## src/rtl/jt89_vol_ramp.sv

```systemverilog
// jt89_vol_ramp: per-channel attenuator with click-free stepped volume ramps
// and a registered sum of all channel amplitudes.
module jt89_vol_ramp #(
  parameter int unsigned CH   = 4,
  parameter int unsigned W    = 9,
  parameter int unsigned RAMP = 4
) (
  input  logic              clk,
  input  logic              rst,
  input  logic              clk_en,
  input  logic [CH-1:0]     din,
  input  logic [4*CH-1:0]   vol,
  output logic [W*CH-1:0]   snd,
  output logic [W+2:0]      mix,
  output logic [CH-1:0]     busy
);

  localparam int unsigned MW  = W + 3;
  localparam int unsigned RCW = 8;

  logic [CH-1:0][3:0]     cur;
  logic [CH-1:0][3:0]     cur_nxt;
  logic [CH-1:0][RCW-1:0] rcnt;
  logic [CH-1:0][RCW-1:0] rcnt_nxt;
  logic [W*CH-1:0]        snd_nxt;
  logic [MW-1:0]          mix_nxt;

  // 2 dB/step amplitude; code 0 is forced to full scale at any width
  function automatic logic [W-1:0] amp(input logic [3:0] code);
    logic [8:0] base;
    case (code)
      4'd0:    base = 9'd511;
      4'd1:    base = 9'd406;
      4'd2:    base = 9'd322;
      4'd3:    base = 9'd256;
      4'd4:    base = 9'd203;
      4'd5:    base = 9'd161;
      4'd6:    base = 9'd128;
      4'd7:    base = 9'd102;
      4'd8:    base = 9'd81;
      4'd9:    base = 9'd64;
      4'd10:   base = 9'd51;
      4'd11:   base = 9'd40;
      4'd12:   base = 9'd32;
      4'd13:   base = 9'd26;
      4'd14:   base = 9'd20;
      default: base = 9'd0;
    endcase
    if (code == 4'd0) amp = '1;
    else              amp = W'(base) << (W - 9);
  endfunction

  // Ramp step: the direction is re-evaluated every tick, rcnt only clears
  // at terminal count or when the target is reached
  always_comb begin
    cur_nxt  = cur;
    rcnt_nxt = rcnt;
    for (int k = 0; k < int'(CH); k++) begin
      if (cur[k] == vol[4*k +: 4]) begin
        rcnt_nxt[k] = '0;
      end else if (rcnt[k] == RCW'(RAMP - 1)) begin
        rcnt_nxt[k] = '0;
        if (vol[4*k +: 4] < cur[k]) cur_nxt[k] = cur[k] - 4'd1;
        else                        cur_nxt[k] = cur[k] + 4'd1;
      end else begin
        rcnt_nxt[k] = rcnt[k] + RCW'(1);
      end
    end
  end

  // Channel amplitude from the pre-update code, and the mix from current snd
  always_comb begin
    snd_nxt = '0;
    mix_nxt = '0;
    for (int k = 0; k < int'(CH); k++) begin
      snd_nxt[W*k +: W] = din[k] ? amp(cur[k]) : '0;
      mix_nxt = mix_nxt + MW'(snd[W*k +: W]);
    end
  end

  // State and output registers; everything holds while clk_en is low
  always_ff @(posedge clk) begin
    if (rst) begin
      for (int k = 0; k < int'(CH); k++) begin
        cur[k]  <= 4'd15;
        rcnt[k] <= '0;
      end
      snd <= '0;
      mix <= '0;
    end else if (clk_en) begin
      cur  <= cur_nxt;
      rcnt <= rcnt_nxt;
      snd  <= snd_nxt;
      mix  <= mix_nxt;
    end
  end

  // Channel still ramping toward its target
  always_comb begin
    busy = '0;
    for (int k = 0; k < int'(CH); k++) begin
      busy[k] = (cur[k] != vol[4*k +: 4]);
    end
  end

endmodule
```

## config.mk

```make
export PLATFORM = sky130hd
export DESIGN_NAME = jt89_vol_ramp
export DESIGN_NICKNAME = d
export VERILOG_FILES = /design/src/rtl/jt89_vol_ramp.sv
export SDC_FILE = /design/constraint.sdc
export NUM_CORES = 1
export LEC_CHECK = 0
export ABC_AREA = 1
export CAP_MARGIN = 20
export CORE_ASPECT_RATIO = 1.5
export CORE_MARGIN = 2
export CORE_UTILIZATION = 63
export CTS_CLUSTER_DIAMETER = 150
export DETAILED_ROUTE_END_ITERATION = 10
export PLACE_DENSITY = 0.87
export SLEW_MARGIN = 25
export SYNTH_ARGS = -nofsm -noshare
export SYNTH_HDL_FRONTEND = slang
export SYNTH_SLANG_ARGS = --single-unit
```

## constraint.sdc

```tcl
create_clock -name clk -period 6 [get_ports clk]
set_input_delay 1.5 -clock clk [delete_from_list [all_inputs] [get_ports clk]]
set_output_delay 1.5 -clock clk [all_outputs]
set_load 0.03 [all_outputs]
```

# --- Yosys cells after proc, flatten, opt, wreduce, memory -nomap -nowiden ---
# Memories as Yosys holds them, arrays and structs flattened. A register that Yosys moved wholly into a read port is not among the register bits.
# Cells that the tools add are included.
totals:
  out_inout_bits: 52
  latch_bits: 0
  reg_bits: 96
  elab_cells: 85
  rom_bits: 576
  input_bits: 23
  mem_count: 4
  ram_bits: 0
memory_table:
  columns: ["name", "depth", "width", "rd", "rd_clocked_by_memory_dff", "write_ports", "line", "source"]
  rows:
  - ["(no name shown)", 16, 9, 1, 1, 0, "31", "case (code)"]
  - ["(no name shown)", 16, 9, 1, 1, 0, "31", null]
  - ["(no name shown)", 16, 9, 1, 1, 0, "31", null]
  - ["(no name shown)", 16, 9, 1, 1, 0, "31", null]
classes:
  eq_ne: 12
  n_mux: 28
  multipliers: 0
  n_reduce_logical: 8
  div_mod_pow: 0
  order_cmp: 4
  shift: 0
  n_addsub: 15
  n_bitwise: 4
op_table:
  columns: ["operator", "count"]
  rows:
  - ["9-bit 2-to-1 mux", 8]
  - ["8-bit 2-to-1 mux", 8]
  - ["4-bit 2-to-1 mux", 12]
  - ["8-bit by 1-bit adder with 8-bit output (second input constant)", 4]
  - ["8-bit by 2-bit == test with 1-bit output (second input constant)", 4]
  - ["4-bit by 1-bit adder with 4-bit output (second input constant)", 4]
  - ["4-bit == test", 4]
  - ["4-bit zero test", 4]
  - ["4-bit less-than comparator", 4]
  - ["4-bit inequality test", 4]
  - ["4-bit by 1-bit subtractor with 4-bit output (second input constant)", 4]
  - ["11-bit by 9-bit adder with 12-bit output", 1]
  - ["3-bit AND reduction", 4]
  - ["10-bit by 9-bit adder with 11-bit output", 1]
  - ["9-bit by 9-bit adder with 10-bit output", 1]
  - ["1-bit NOT", 4]

# --- Logic depth before layout (Yosys ltp) ---
# Gate-level depths: netlist of the first run.
depth:
  depth_word: 5
  mapped_depth: 19
  mapped_depth_nobuf: 19

# --- Worst setup path before layout of the first run ---
# No wires, ideal clock.
synth_path:
  kind: "input to output"
  startpoint: "in vol[3]"
  endpoint: "out busy[0]"
  n_path_buf: 0
  t_arrival_ns: 2.246
  slack_ns: 2.254
  cell_stages: 4
  t_required_ns: 4.500
  path_cell_list: "ha_1 -> nand2_1 -> nor2_1 -> inv_1"
synth_between:
  elab_chain_len: 1
synth_lines:
  columns: ["item", "line", "source"]
  rows:
  - ["start, declared", "12", "input logic [4*CH-1:0] vol,"]
  - ["4-bit inequality test", "102", "busy[k] = (cur[k] != vol[4*k +: 4]);"]
  - ["end, declared", "15", "output logic [CH-1:0] busy"]
# No other way between the ends.

# --- Final worst setup path of the first run ---
# Same ends and word-level chain as after synthesis.

==> results of run 1 <==
power by group:
group | internal [mW] | leakage, nW | switching [mW]
clock | 0.575 | 0.256 | 0.396
combinational | 0.0603 | 3.14 | 0.105
sequential | 0.885 | 1.06 | 0.0106
cell families after synthesis:
family,after synthesis,share of synthesized area
other cells,1,0.000481
fa+ha+maj,80,0.149
flops,131,0.336
compound gates,169,0.113
xor+xnor,8,0.00898
buf+inv,200,0.0999
simple gates,540,0.292
through the flow:
stage / utilization / setup slack (ns) / hold slack, ns / cells / instance area [um^2]
after floorplan: - / 2.25 / 0.453 / 1129 / 7800
after global placement: 0.717 / 1.33 / 0.464 / 1332 / 8620
after detailed placement: 0.719 / 1.27 / 0.471 / 1332 / 8640
after CTS: 0.765 / 1.26 / 0.479 / 1363 / 9190
after global routing: 0.765 / 1.15 / 0.495 / 1363 / 9200
final: 0.765 / 1.28 / 0.479 / 1363 / 9200
layout by cell type, fill, tap and decap left out, types with 3 or more instances in the layout:
master and instances:
o21ai_0 64, clkinvlp_4 6, nor2_2 4, nor2_1 77, nand3_2 8, nand4_1 10, nor2_4 4, nor4_2 4
a31oi_1 3, xor2_1 4, nand3_1 59, clkbuf_16 17, a211oi_1 8, nor3_1 5, xnor2_1 4, dfxtp_1 131
ha_1 58, clkdlybuf4s50_1 72, clkinv_2 4, buf_4 4, nand2_1 356, a21oi_1 77, o21ai_1 12, inv_1 160
fa_1 22, inv_2 12, nand3b_1 11
final timing paths:
| kind | start | cells past startpoint | to |
|---|---|---|---|
| setup reg to reg | snd[1] | 14 | mix[7] |
| hold reg to reg | rcnt[11] | 2 | rcnt[11] |
| hold / removal | rcnt[11] | 2 | rcnt[11] |
| setup / recovery | vol[3] | 6 | busy[0] |
final cells by class:
type                       count  area (um^2)
multi-input combinational    798         4430
fill                         910         2820
sequential                   131         2620
timing repair buffer          77          756
inverter                     173          649
clock buffer                  18          439
tap                          153          191
clock inverter                13          113
synthesized netlist by cell type (3+ instances only):
cell type / number / area, um^2
o21ai_1: 12 / 60.1
nand3_2: 8 / 80.1
xnor2_1: 4 / 35.0
nand3b_1: 11 / 82.6
nand4_1: 10 / 62.6
nand2_1: 356 / 1340
nand3_1: 59 / 295
nor2_1: 77 / 289
o21ai_0: 64 / 320
a211oi_1: 8 / 60.1
nor2_4: 4 / 45.0
clkbuf_1: 17 / 63.8
buf_4: 4 / 30.0
fa_1: 22 / 440
dfxtp_1: 131 / 2620
nor2_2: 4 / 25.0
a31oi_1: 3 / 18.8
nor4_1: 4 / 25.0
buf_2: 5 / 25.0
nor3_1: 5 / 25.0
ha_1: 58 / 726
inv_1: 160 / 601
inv_2: 12 / 45.0
xor2_1: 4 / 35.0
a21oi_1: 77 / 385
metal layers:
metal / global-route usage / up-vias
met3: 0.0490 / 60
met1: 0.311 / 3363
met2: 0.554 / 208
met4: 0.140 / 0
met5: 0 / -
li1: - / 3708
worst max-delay path, cell delays in order:
cell and delay, ns:
clkdlybuf4s50_1 0.40, ha_1 0.30, nand2_1 0.10, nor2_1 0.25, inv_1 0.07, clkdlybuf4s50_1 0.60
==> results.json, run 1 <==
{
  "status": "completed",
  "numCtsBuffers": 17,
  "antenna_found_initial": 0,
  "clk_path_buf_depth": 2,
  "syn_inst": 1129,
  "timing.reg2reg.setup_slack_ns": 2.84,
  "maxUsedRoutingLayer": "met4",
  "viasPerCell": 5.38,
  "dr.pass1.iters": 5,
  "h-tree-depth": 4,
  "synth_cell_type_count": 32,
  "synth_area_um2": 7800,
  "worst_ep_arrival_time_ns": 3.22,
  "cts.sink_count": 131,
  "avgSynthCellArea_um2": 6.91,
  "dpl.hpwl_um": 13800,
  "drc": 0,
  "grt_max_degree": 65,
  "grt_pass1_wl_um": 31200,
  "area_growth_pct": 17.9,
  "maxSlewViolCount": 0,
  "cts_hold_buffers": 0,
  "path_max_fanout": 3,
  "antenna_cells": 0,
  "ant_nets": 0,
  "clkTransAtPathRegs_ns": 0.05,
  "fin_setup_tns_ns": 0,
  "ys_seq_area_frac": 0.336,
  "ctsResizeCount": 0,
  "setup_viol": 0,
  "critical_path_class": "in2out",
  "slew_headroom": 0.350,
  "die_h_um": 140,
  "grt_overflow": 0,
  "gp_congestion": 0.922,
  "insertion_delay_ns": 0.42,
  "fmaxAchievable_mhz": 212,
  "wire_per_inst_um": 13.9,
  "min_period_over_period": 0.786,
  "total_power_mw": 2.03,
  "grtUsageTotal": 0.295,
  "powerDensity_nw_per_um2": 221,
  "power_leakage_nw": 4.45,
  "fp-row-count": 49,
  "core_um2": 12000,
  "wl_met2_um": 10300,
  "synth_seq_cells": 131,
  "required_ns": 4.50,
  "drt_iter0_markers": 347,
  "period_minus_slack_ns": 4.72,
  "die_w_um": 94.9,
  "yosys_warnings": 0,
  "drive_gt1_frac": 0.0579,
  "drt-total-wl_um": 18900,
  "grt_pass1_vias": 7067,
  "io-pin-count": 75,
  "wl_met3_um": 795,
  "initial_core_util": 0.649,
  "cap_violations": 0,
  "rsz0062_at_grt": "no",
  "wirelength_met1_um": 7100,
  "io_buffers": 73,
  "hold_class": "reg2reg",
  "cts-root-buf": "clkbuf_16",
  "num_vias": 7339,
  "dieArea_um2": 13300,
  "synthArstFlopShare": 0,
  "tightest_slew_ns": 0.974,
  "hold_viol": 0,
  "synth_nets": 1232,
  "ys.flop_type": "dfxtp_1",
  "synth-edff-count": 0,
  "cp-end-kind": "output port",
  "fin_nets": 1301,
  "cts_setup_buffers": 0,
  "cts_tree": "yes",
  "startpoint_type": "input port",
  "ir_worst_vdd_mv": 0.211,
  "skew_ns": 0.0104
}
Note: power is estimated with default switching activity, not from simulation.
==> run 2, diff against run 1 <==
--- a/config.mk
+++ b/config.mk
@@ -9,10 +9,10 @@
 export CAP_MARGIN = 20
 export CORE_ASPECT_RATIO = 1.5
 export CORE_MARGIN = 2
-export CORE_UTILIZATION = 63
+export CORE_UTILIZATION = 58
 export CTS_CLUSTER_DIAMETER = 150
 export DETAILED_ROUTE_END_ITERATION = 10
-export PLACE_DENSITY = 0.87
+export PLACE_DENSITY = 0.81
 export SLEW_MARGIN = 25
 export SYNTH_ARGS = -nofsm -noshare
 export SYNTH_HDL_FRONTEND = slang
==> constraint.sdc (replaced) <==
create_clock -name clk -period 4.8 [get_ports clk]
set_input_delay 1.2 -clock clk [delete_from_list [all_inputs] [get_ports clk]]
set_output_delay 1.2 -clock clk [all_outputs]
set_load 0.03 [all_outputs]
==> run 2 against run 1 <==
Compared with the run above:
- die area is 8.3% higher
- setup slack got worse by 0.68 ns
- worst hold slack worse by 0.0027 ns
- clock power up 31%
- routed wire length fell by 5.2%
- power is 28% higher
- flip-flop and latch count is the same
- critical endpoint is now busy[1]
- critical path depth is 1 higher
- utilization decreased by 5.7 points
- via count is 1.0% lower
==> results.json, run 2 (synthesis results as in run 1) <==
{
  "hold_ws_ns": 0.477,
  "tightest_slew_ns": 0.909,
  "fp-row-count": 51,
  "hold_class": "reg2reg",
  "die_w_um": 98.7,
  "slew_headroom": 0.394,
  "fmaxAchievable_mhz": 238,
  "drt_iter0_markers": 267,
  "viasPerCell": 5.29,
  "fin_nets": 1304,
  "dieArea_um2": 14400,
  "clk_path_buf_depth": 2,
  "path_max_fanout": 2,
  "grt_pass1_wl_um": 30500,
  "die_h_um": 146,
  "grt_pass1_vias": 6938,
  "required_ns": 3.60,
  "num_vias": 7262,
  "clkTransAtPathRegs_ns": 0.05,
  "ir_worst_vdd_mv": 0.238,
  "hold_viol": 0,
  "fin_util": 0.708,
  "gp_congestion": 0.900,
  "setup_ws_ns": 0.602,
  "wire_per_inst_um": 13.1,
  "startpoint_type": "input port",
  "critical_path_class": "in2out",
  "io-pin-count": 75,
  "maxSlewViolCount": 0,
  "ant_nets": 0,
  "cts.sink_count": 131,
  "cap_violations": 0,
  "skew_ns": 0.00867,
  "setup_viol": 0,
  "cp-end-kind": "output port",
  "core_um2": 13100,
  "grt_max_degree": 65,
  "antenna_cells": 0,
  "cts-root-buf": "clkbuf_16",
  "rsz0062_at_grt": "no",
  "final_cell_mix": "nand2_1 (356), inv_1 (160), dfxtp_1 (131), a21oi_1 (77), nor2_1 (77)",
  "cts_hold_buffers": 0,
  "status": "completed",
  "numCtsBuffers": 17,
  "antenna_found_initial": 0,
  "initial_core_util": 0.597,
  "io_buffers": 73,
  "insertion_delay_ns": 0.41,
  "area_growth_pct": 18.7,
  "final_common_cell": "nand2_1",
  "power_leakage_nw": 4.48,
  "cts_tree": "yes",
  "period_minus_slack_ns": 4.20,
  "cts_setup_buffers": 0,
  "fin_setup_tns_ns": 0,
  "min_period_over_period": 0.875,
  "h-tree-depth": 4,
  "drt-total-wl_um": 17900,
  "nFillCells": 1062,
  "grt_overflow": 0,
  "dpl.hpwl_um": 13300,
  "ctsResizeCount": 0,
  "dr.pass1.iters": 5,
  "drive_gt1_frac": 0.0602,
  "drc": 0,
  "powerDensity_nw_per_um2": 280,
  "worst_ep_arrival_time_ns": 3.00,
  "grtUsageTotal": 0.257,
  "dp_slack_ns": 0.600
}
==> run 2: path summary, 6_finish.rpt <==
path	start	to	slack [ns]	depth (start not counted)
hold / removal	snd[25]	snd[25]	0.48	2
setup / recovery	vol[4]	busy[1]	0.60	7
setup reg to reg	snd[1]	mix[7]	1.80	14
hold reg to reg	snd[25]	snd[25]	0.48	2
==> run 2: per-layer routing <==
layer,vias up,GRT usage,wire length [um]
met2,155,0.474,9370
met3,54,0.0426,668
met5,-,0,0
li1,3727,-,-
met4,0,0.132,791
met1,3326,0.279,7080
==> run 2: final cells by class <==
class,count,area [um^2],area share
inverter,173,649,0.0701
tap,159,199,0.0215
sequential,131,2620,0.283
clock buffer,19,453,0.0489
multi-input combinational,798,4430,0.478
timing repair buffer,80,778,0.0840
clock inverter,12,133,0.0143
==> run 2: critical path, stage by stage <==
cell and delay, ns:
clkdlybuf4s50_1 0.46, inv_1 0.04, ha_1 0.26, nand2_1 0.06, nor2_1 0.27, inv_1 0.10
clkdlybuf4s50_1 0.61
==> run 2: power breakdown <==
part / switching (mW) / internal, mW
logic: 0.130 / 0.0768
clock network: 0.480 / 0.788
registers: 0.0130 / 1.11
==> run 2: through the flow <==
stage / total power [mW] / cells / area, um^2
after floorplan: 1.28 / 1129 / 7800
after detailed placement: 1.35 / 1341 / 8670
after global placement: 1.34 / 1341 / 8650
final: 2.59 / 1372 / 9260
after CTS: 2.61 / 1372 / 9260
after global routing: 2.68 / 1372 / 9260
==> run 3, diff against run 2 <==
--- a/config.mk
+++ b/config.mk
@@ -8,11 +8,10 @@
 export ABC_AREA = 1
 export CAP_MARGIN = 20
 export CORE_ASPECT_RATIO = 1.5
-export CORE_MARGIN = 2
 export CORE_UTILIZATION = 58
 export CTS_CLUSTER_DIAMETER = 150
 export DETAILED_ROUTE_END_ITERATION = 10
-export PLACE_DENSITY = 0.81
+export PLACE_DENSITY = 0.86
 export SLEW_MARGIN = 25
 export SYNTH_ARGS = -nofsm -noshare
 export SYNTH_HDL_FRONTEND = slang
==> run 3 against run 2 <==
Compared with the run above:
- setup slack improved by 0.10 ns
- non-clock buffer count fell by 1
- routed wire length rose by 1.1%
- clock-buffer cell count fell by 1
- maximum frequency rose by 2.5%
- flip-flop and latch count did not move
- power rose by 6.1%
==> results.json, run 3 (synthesis results as in run 1) <==
{
  "cpMaxStageDelayCell": "clkdlybuf4s50_1",
  "h-tree-depth": 4,
  "clkTransAtPathRegs_ns": 0.06,
  "grt_max_degree": 65,
  "hold_ws_ns": 0.474,
  "ctsResizeCount": 0,
  "fin_setup_tns_ns": 0,
  "critical_path_class": "in2out",
  "clk_path_buf_depth": 2,
  "drt_iter0_markers": 332,
  "grtUsageTotal": 0.269,
  "cap_violations": 0,
  "num_vias": 7298,
  "grt_pass1_vias": 6874,
  "maxSlewViolCount": 0,
  "io-pin-count": 75,
  "fmaxAchievable_mhz": 244,
  "hold_viol": 0,
  "antenna_found_initial": 0,
  "period_minus_slack_ns": 4.10,
  "antenna_cells": 0,
  "slowest_delay_ns": 0.59,
  "worst_ep_arrival_time_ns": 2.90,
  "cts-root-buf": "clkbuf_16",
  "hold_class": "reg2reg",
  "io_buffers": 73,
  "die_h_um": 144,
  "numCtsBuffers": 17,
  "path_max_fanout": 2,
  "drive_gt1_frac": 0.0594,
  "fin_nets": 1303,
  "fp-row-count": 51,
  "dieArea_um2": 13900,
  "ant_nets": 0,
  "powerDensity_nw_per_um2": 295,
  "tightest_slew_ns": 0.870,
  "insertion_delay_ns": 0.43,
  "wire_per_inst_um": 13.2,
  "die_w_um": 96.7,
  "rsz0062_at_grt": "no",
  "cts_tree": "yes",
  "min_period_over_period": 0.853,
  "grt_pass1_wl_um": 30600,
  "final_cell_mix": "nand2_1 (356), inv_1 (160), dfxtp_1 (131), a21oi_1 (77), nor2_1 (77)",
  "final_common_cell": "nand2_1",
  "cts.sink_count": 131,
  "cts_setup_buffers": 0,
  "dr.pass1.iters": 5,
  "viasPerCell": 5.32,
  "drc": 0,
  "setup_viol": 0,
  "cts_hold_buffers": 0,
  "startpoint_type": "input port",
  "required_ns": 3.60,
  "skew_ns": 0.0169,
  "dpl.hpwl_um": 12900,
  "gp_congestion": 0.929,
  "slew_headroom": 0.420,
  "ir_worst_vdd_mv": 0.249,
  "area_growth_pct": 19.4,
  "core_um2": 13100,
  "grt_overflow": 0,
  "crit_path_cell_trace": "clkdlybuf4s50_1 > inv_1 > ha_1 > nand2_1 > nor2_1 > inv_1 > clkdlybuf4s50_1",
  "drt-total-wl_um": 18100,
  "cp-end-kind": "output port",
  "initial_core_util": 0.597,
  "status": "completed",
  "power_leakage_nw": 4.51
}
[run 3: cell types whose count changed in the layout (fill, tap and decap cells not counted)]
cell / before / now
bufinv_16: 2 / 5
inv_6: 1 / 4
clkbuf_8: 2 / 0
clkinv_2: 2 / 0
clkinvlp_4: 6 / 4
buf_4: 7 / 6
clkbuf_1: 0 / 1
[run 3: final timing paths]
check | from | endpoint | slack [ns] | cells after the start
setup / recovery | vol[12] | busy[3] | 0.70 | 7
hold / removal | rcnt[6] | rcnt[6] | 0.47 | 2
setup reg to reg | snd[1] | mix[7] | 1.67 | 14
hold reg to reg | rcnt[6] | rcnt[6] | 0.47 | 2
[run 3: per-stage QoR]
step	cells	power, mW	util	worst slack, ns	cell area, um^2
after floorplan	1129	1.28	-	1.57	7800
after global placement	1340	1.34	0.661	0.732	8640
after detailed placement	1340	1.35	0.662	0.707	8660
after CTS	1372	2.76	0.712	0.700	9310
after global routing	1372	2.85	0.713	0.589	9320
final	1372	2.75	0.713	0.704	9320
[run 3: final cells by class]
cell class | count | area (um^2)
timing repair buffer | 79 | 771
fill | 1021 | 3760
tap | 159 | 199
clock buffer | 18 | 429
inverter | 173 | 649
clock inverter | 14 | 224
multi-input combinational | 798 | 4430
sequential | 131 | 2620
[run 3: metal layers]
layer / vias up / part of all wire / global-route usage
met1: 3353 / 0.40 / 0.289
met3: 45 / 0.039 / 0.0440
met4: 0 / 0.035 / 0.128
met5: - / 0 / 0
met2: 186 / 0.53 / 0.511
li1: 3714 / - / -
[run 3: power breakdown]
group / internal (mW) / leakage (nW) / switching (mW)
Sequential: 1.11 / 1.06 / 0.0127
Clock: 0.928 / 0.304 / 0.501
Combinational: 0.0763 / 3.15 / 0.130
[run 3: worst max-delay path, delay by kind of cell]
kind / cells / cell delay [ns]
and+or+nand+nor: 2 / 0.28
adders and majority gates: 1 / 0.27
buffers and inverters: 4 / 1.14
